## src/rtl/fwd_operand_stage_pkg.sv

```systemverilog
// Shared pipeline constants and flattened-bus helpers for the operand forwarding stage.
package fwd_operand_stage_pkg;

  localparam int unsigned XLEN_DEF = 32;
  localparam int unsigned AW_DEF   = 5;
  localparam int unsigned SEL_RF   = 0;

  // Low bit of slice k in a bus of equal-width fields w bits wide.
  function automatic int unsigned slice_lo(input int unsigned k, input int unsigned w);
    return k * w;
  endfunction

endpackage

```

## src/rtl/fwd_operand_stage_prio_sel.sv

```systemverilog
// Combinational priority selector: youngest valid producer matching addr wins, else rf data.
module fwd_prio_sel
  import fwd_operand_stage_pkg::*;
#(
  parameter int unsigned XLEN = XLEN_DEF,
  parameter int unsigned AW   = AW_DEF,
  parameter int unsigned NFWD = 2,
  parameter int unsigned SW   = $clog2(NFWD + 1)
) (
  input  logic [AW-1:0]        addr_i,
  input  logic [NFWD-1:0]      fwd_valid_i,
  input  logic [NFWD-1:0]      fwd_pending_i,
  input  logic [NFWD*AW-1:0]   fwd_rd_i,
  input  logic [NFWD*XLEN-1:0] fwd_data_i,
  input  logic [XLEN-1:0]      rf_data_i,
  output logic                 match_o,
  output logic [SW-1:0]        sel_o,
  output logic [XLEN-1:0]      data_o,
  output logic                 pend_o
);

  logic found;

  // Ascending scan; the first hit is latched by 'found' so index 0 has top priority.
  always_comb begin
    found   = 1'b0;
    match_o = 1'b0;
    sel_o   = SW'(SEL_RF);
    data_o  = rf_data_i;
    pend_o  = 1'b0;
    if (addr_i == '0) begin
      data_o = '0;
    end else begin
      for (int unsigned k = 0; k < NFWD; k++) begin
        if (!found && fwd_valid_i[k] &&
            (fwd_rd_i[slice_lo(k, AW) +: AW] == addr_i)) begin
          found  = 1'b1;
          sel_o  = SW'(k + 1);
          data_o = fwd_data_i[slice_lo(k, XLEN) +: XLEN];
          pend_o = fwd_pending_i[k];
        end
      end
      match_o = found;
    end
  end

endmodule

```

## src/rtl/fwd_operand_stage.sv

```systemverilog
// ID/EX operand register with forwarding, load-use hazard, stall refresh and flush.
module fwd_operand_stage
  import fwd_operand_stage_pkg::*;
#(
  parameter int unsigned XLEN = XLEN_DEF,
  parameter int unsigned AW   = AW_DEF,
  parameter int unsigned NFWD = 2,
  parameter int unsigned SW   = $clog2(NFWD + 1)
) (
  input  logic                 clk,
  input  logic                 reset,
  input  logic                 in_valid,
  input  logic [AW-1:0]        rs_addr,
  input  logic [XLEN-1:0]      rf_data,
  input  logic [NFWD-1:0]      fwd_valid,
  input  logic [NFWD-1:0]      fwd_pending,
  input  logic [NFWD*AW-1:0]   fwd_rd,
  input  logic [NFWD*XLEN-1:0] fwd_data,
  input  logic                 stall,
  input  logic                 flush,
  output logic                 hazard,
  output logic                 out_valid,
  output logic [XLEN-1:0]      out_data,
  output logic [SW-1:0]        out_sel
);

  logic            ld_match, ld_pend, hd_match, hd_pend;
  logic [SW-1:0]   ld_sel, hd_sel;
  logic [XLEN-1:0] ld_data, hd_data;

  logic            out_valid_q, out_valid_d;
  logic [XLEN-1:0] out_data_q, out_data_d;
  logic [SW-1:0]   out_sel_q, out_sel_d;
  logic [AW-1:0]   rs_hold_q, rs_hold_d;

  fwd_prio_sel #(.XLEN(XLEN), .AW(AW), .NFWD(NFWD), .SW(SW)) u_sel_load (
    .addr_i        (rs_addr),
    .fwd_valid_i   (fwd_valid),
    .fwd_pending_i (fwd_pending),
    .fwd_rd_i      (fwd_rd),
    .fwd_data_i    (fwd_data),
    .rf_data_i     (rf_data),
    .match_o       (ld_match),
    .sel_o         (ld_sel),
    .data_o        (ld_data),
    .pend_o        (ld_pend)
  );

  // Refresh path watches the rs captured at the last load, so a stalled operand can pick up late data.
  fwd_prio_sel #(.XLEN(XLEN), .AW(AW), .NFWD(NFWD), .SW(SW)) u_sel_hold (
    .addr_i        (rs_hold_q),
    .fwd_valid_i   (fwd_valid),
    .fwd_pending_i (fwd_pending),
    .fwd_rd_i      (fwd_rd),
    .fwd_data_i    (fwd_data),
    .rf_data_i     (rf_data),
    .match_o       (hd_match),
    .sel_o         (hd_sel),
    .data_o        (hd_data),
    .pend_o        (hd_pend)
  );

  assign hazard = in_valid & ld_match & ld_pend;

  // Next-state: flush > stall > load.
  always_comb begin
    out_valid_d = out_valid_q;
    out_data_d  = out_data_q;
    out_sel_d   = out_sel_q;
    rs_hold_d   = rs_hold_q;
    if (flush) begin
      out_valid_d = 1'b0;
    end else if (stall) begin
      if (out_valid_q && hd_match && !hd_pend) begin
        out_data_d = hd_data;
        out_sel_d  = hd_sel;
      end
    end else begin
      out_valid_d = in_valid & ~hazard;
      rs_hold_d   = rs_addr;
      if (!hazard) begin
        out_data_d = ld_data;
        out_sel_d  = ld_sel;
      end
    end
  end

  always_ff @(posedge clk) begin
    if (reset) begin
      out_valid_q <= 1'b0;
      out_data_q  <= '0;
      out_sel_q   <= '0;
      rs_hold_q   <= '0;
    end else begin
      out_valid_q <= out_valid_d;
      out_data_q  <= out_data_d;
      out_sel_q   <= out_sel_d;
      rs_hold_q   <= rs_hold_d;
    end
  end

  assign out_valid = out_valid_q;
  assign out_data  = out_data_q;
  assign out_sel   = out_sel_q;

endmodule

```

## config.mk

```make
export PLATFORM = sky130hd
export DESIGN_NAME = fwd_operand_stage
export DESIGN_NICKNAME = d
export VERILOG_FILES = /design/src/rtl/fwd_operand_stage_pkg.sv /design/src/rtl/fwd_operand_stage_prio_sel.sv /design/src/rtl/fwd_operand_stage.sv
export SDC_FILE = /design/constraint.sdc
export NUM_CORES = 1
export LEC_CHECK = 0
export BUFFER_PORTS_ARGS = -buffer_cell sky130_fd_sc_hd__buf_2
export CAP_MARGIN = 15
export CORE_UTILIZATION = 46
export CTS_CLUSTER_DIAMETER = 50
export DETAILED_ROUTE_END_ITERATION = 12
export PLACE_DENSITY = 0.78
export SYNTH_ARGS = -nofsm -noshare
export SYNTH_HDL_FRONTEND = slang
export SYNTH_SLANG_ARGS = --single-unit
```

## constraint.sdc

```tcl
create_clock -name clk -period 2.45 [get_ports clk]
set_clock_uncertainty 0.15 [all_clocks]
set_input_delay 0.49 -clock clk [delete_from_list [all_inputs] [get_ports clk]]
set_output_delay 0.49 -clock clk [all_outputs]
set_load 0.005 [all_outputs]
```

==> results.json <==
{
  "register_area_um2": 803.3,
  "n_antenna_cell": 0,
  "core_um2": 8382,
  "stdcell_area_um2": 5547,
  "cts_tree": "built",
  "synth_enable_flop_cells": 0,
  "insertion_delay_ns": 0.29,
  "hold_class": "flip-flop to flip-flop",
  "first_pass_iters": 5,
  "drtIter0Drc": 593,
  "critPathBufInv": 1,
  "cts_buffers": 5,
  "die_h_um": 96.04,
  "rows": 33,
  "maxSlewHeadroom_pct": 54.16,
  "drt-vias-per-instance": 6.356,
  "ys_seq_area_share_pct": 19.69,
  "grt_usage_pct": 31.33,
  "dieArea_um2": 9223,
  "multi_input_area_um2": 3197,
  "fin_crit_sh_pct": 100.5,
  "finalPower_w": 0.002022,
  "setup_violations": 1,
  "worstPathArrival_ns": 2.53,
  "hold_viol": 0,
  "cp.required_ns": 2.51,
  "worst_slack_ns": -0.01269,
  "nets": 856,
  "grt_max_degree": 32,
  "fillers": 749,
  "pwr_density_cell_nw_per_um2": 364.5,
  "grt_first_pass_wirelength_mm": 22.83,
  "status": "finished with violations",
  "layout-drive-gt1-share_pct": 39.40,
  "final_util_pct": 66.17,
  "path_clk_slew_ns": 0.08,
  "max_freq_ghz": 0.4061,
  "slowest_delay_ns": 0.54,
  "dr_total_vias": 5345,
  "end_kind": "flip-flop",
  "clock_sinks": 40,
  "wl_per_cell_um": 17.90,
  "critPathTopFamily": "compound AO/OA/AOI/OAI gates",
  "start_kind": "flip-flop",
  "wl_mm": 15.06,
  "path_max_fanout": 4,
  "syn_inst": 576,
  "start_util_pct": 48.53,
  "finalCriticalPeriod_ns": 2.463,
  "drv_slew": 0,
  "critical_path_class": "flip-flop to flip-flop",
  "p_leak_nw": 2.342,
  "ir_worst_vdd_mv": 0.2572,
  "areaGrowthSynthToFinish_pct": 36.36,
  "clk_path_buf_depth": 2,
  "drc_errors": 0,
  "ant_nets": 0,
  "syn-num-nets": 696,
  "synth_area_um2": 4068,
  "routabilityCongestion": 0.9499,
  "dpl-instance-area_um2": 5238,
  "htreeDepth": 2,
  "ys.flop_type": "dfxtp_1",
  "synthArstFlopShare_pct": 0,
  "ys_warn_count": 0,
  "worst_pin_slew_ns": 0.6877,
  "grt_setup_unrepaired": "yes",
  "placed_cells": 829,
  "critPathSlowestCell": "or4_4",
  "gr-total-overflow": 0,
  "drv_cap": 0,
  "first_global_vias": 4916,
  "avgSynthCellArea_um2": 7.062,
  "dieWidth_um": 96.04,
  "ys_seq_elements": 40,
  "grt_antenna_before_repair": 1,
  "violations": "negative setup slack",
  "io_buffers": 155,
  "synth.distinct_cells": 42,
  "crit_chain": "or4_4 -> o211a_1 -> a41o_1 -> a31oi_4 -> a31o_4 -> buf_4 -> a21oi_1 -> a211oi_1",
  "hpwlAfterDp_mm": 10.52,
  "instances_no_fill": 841,
  "pin_count": 156,
  "cts_root_buf": "clkbuf_8"
}
kinds of logic (layout without fill, tap and decap cells):
family	Yosys count	after routing	share of synthesized area (%)
AOI/OAI and AO/OA	206	206	34.42
xor gates and xnor gates	20	20	5.045
muxes	4	4	0.9844
buffers and inverters	61	221	6.306
DFF	40	40	19.69
and+or+nand+nor	245	245	33.56
layout by cell type, fill, tap and decap left out, types with 6 or more instances in the layout:
cell type	count
a211oi_1	15
a211oi_2	16
a21oi_1	58
a31oi_1	6
buf_12	9
buf_2	155
buf_4	42
dfxtp_1	38
nand2_1	42
nand2b_1	52
nand3_1	7
nor2_1	40
nor3_1	58
nor3_2	29
o21ai_0	12
o22ai_1	24
o31ai_1	46
o31ai_2	7
xor2_1	13
final timing paths:
| check | start | to | slack (ns) | depth (start not counted) |
|---|---|---|---|---|
| max reg2reg | rs_hold_q[0]$_SDFFE_PP0P_ | out_data[30]$_SDFFE_PP0P_ | -0.01 | 8 |
| min | out_sel[0]$_SDFFE_PP0P_ | out_sel[0]$_SDFFE_PP0P_ | 0.31 | 2 |
| min reg2reg | out_sel[0]$_SDFFE_PP0P_ | out_sel[0]$_SDFFE_PP0P_ | 0.31 | 2 |
| max | rs_hold_q[0]$_SDFFE_PP0P_ | out_data[30]$_SDFFE_PP0P_ | -0.01 | 8 |
report_power, final:
part,internal [W],switching [W]
clock,0.000195,0.000248
sequential,0.000691,0.0000230
combinational,0.000361,0.000504
total,0.00125,0.000775
state kept, by name (all words and copies together), names as in the netlist:
signal and cells:
out_data 32, rs_hold_q 5, out_sel 2, out_valid 1
cell usage after synthesis, types with 13 or more instances:
library cell	number	area [um^2]
a211oi_1	27	202.7
a21oi_1	58	290.3
buf_2	13	65.06
clkbuf_1	38	142.6
dfxtp_1	40	800.8
nand2_1	42	157.7
nand2b_1	52	325.3
nor2_1	40	150.1
nor3_1	61	305.3
nor3_2	27	270.3
o22ai_1	29	181.4
o31ai_1	53	397.9
xor2_1	13	113.9
metal layers:
layer  share of wire, %  vias to the layer above  global-route usage (%)
met3                 11                       71                   5.845
met5                  0                        -                       0
li1                   -                     2462                       -
met2                 46                      393                   51.89
met1                 39                     2419                   39.77
met4                3.9                        0                   12.69
worst register-to-register path, stage by stage, from the launching register on:
cell and delay (ns):
dfxtp_2 0.34, or4_4 0.54, o211a_1 0.25, a41o_1 0.28, a31oi_4 0.21, a31o_4 0.21, buf_4 0.14, a21oi_1 0.07
a211oi_1 0.20
stage by stage:
stage / hold slack, ns / TNS, ns / worst slack (ns)
2_1_floorplan: 0.3027 / 0 / 0.05997
6_report: 0.3109 / -0.01269 / -0.01269
5_1_grt: 0.3385 / -0.2824 / -0.03271
3_3_place_gp: 0.2976 / -3.778 / -0.1478
3_5_place_dp: 0.3022 / -5.971 / -0.2221
4_1_cts: 0.3137 / 0 / 0.02212
repair_timing:
| item | in CTS | in global routing |
|---|---|---|
| endpoints found under the hold margin | 0 | 0 |
| pin swaps | 1 | 7 |
| resized for setup | 2 | 33 |
| cloned | 0 | 1 |
| hold buffers | 0 | 0 |
| setup endpoints to repair | 3 | 29 |
| buffers inserted | 1 | 3 |
final cells by class:
| type | instances | share of cell area [%] |
|---|---|---|
| inverters | 5 | 0.3384 |
| well taps | 105 | 2.369 |
| flip-flops and latches | 40 | 14.48 |
| clock inverters | 1 | 0.09023 |
| multi-input cells | 475 | 57.64 |
| repair buffers | 209 | 23.78 |
| clock buffers | 6 | 1.308 |
Power figures use the tool's default switching activity.
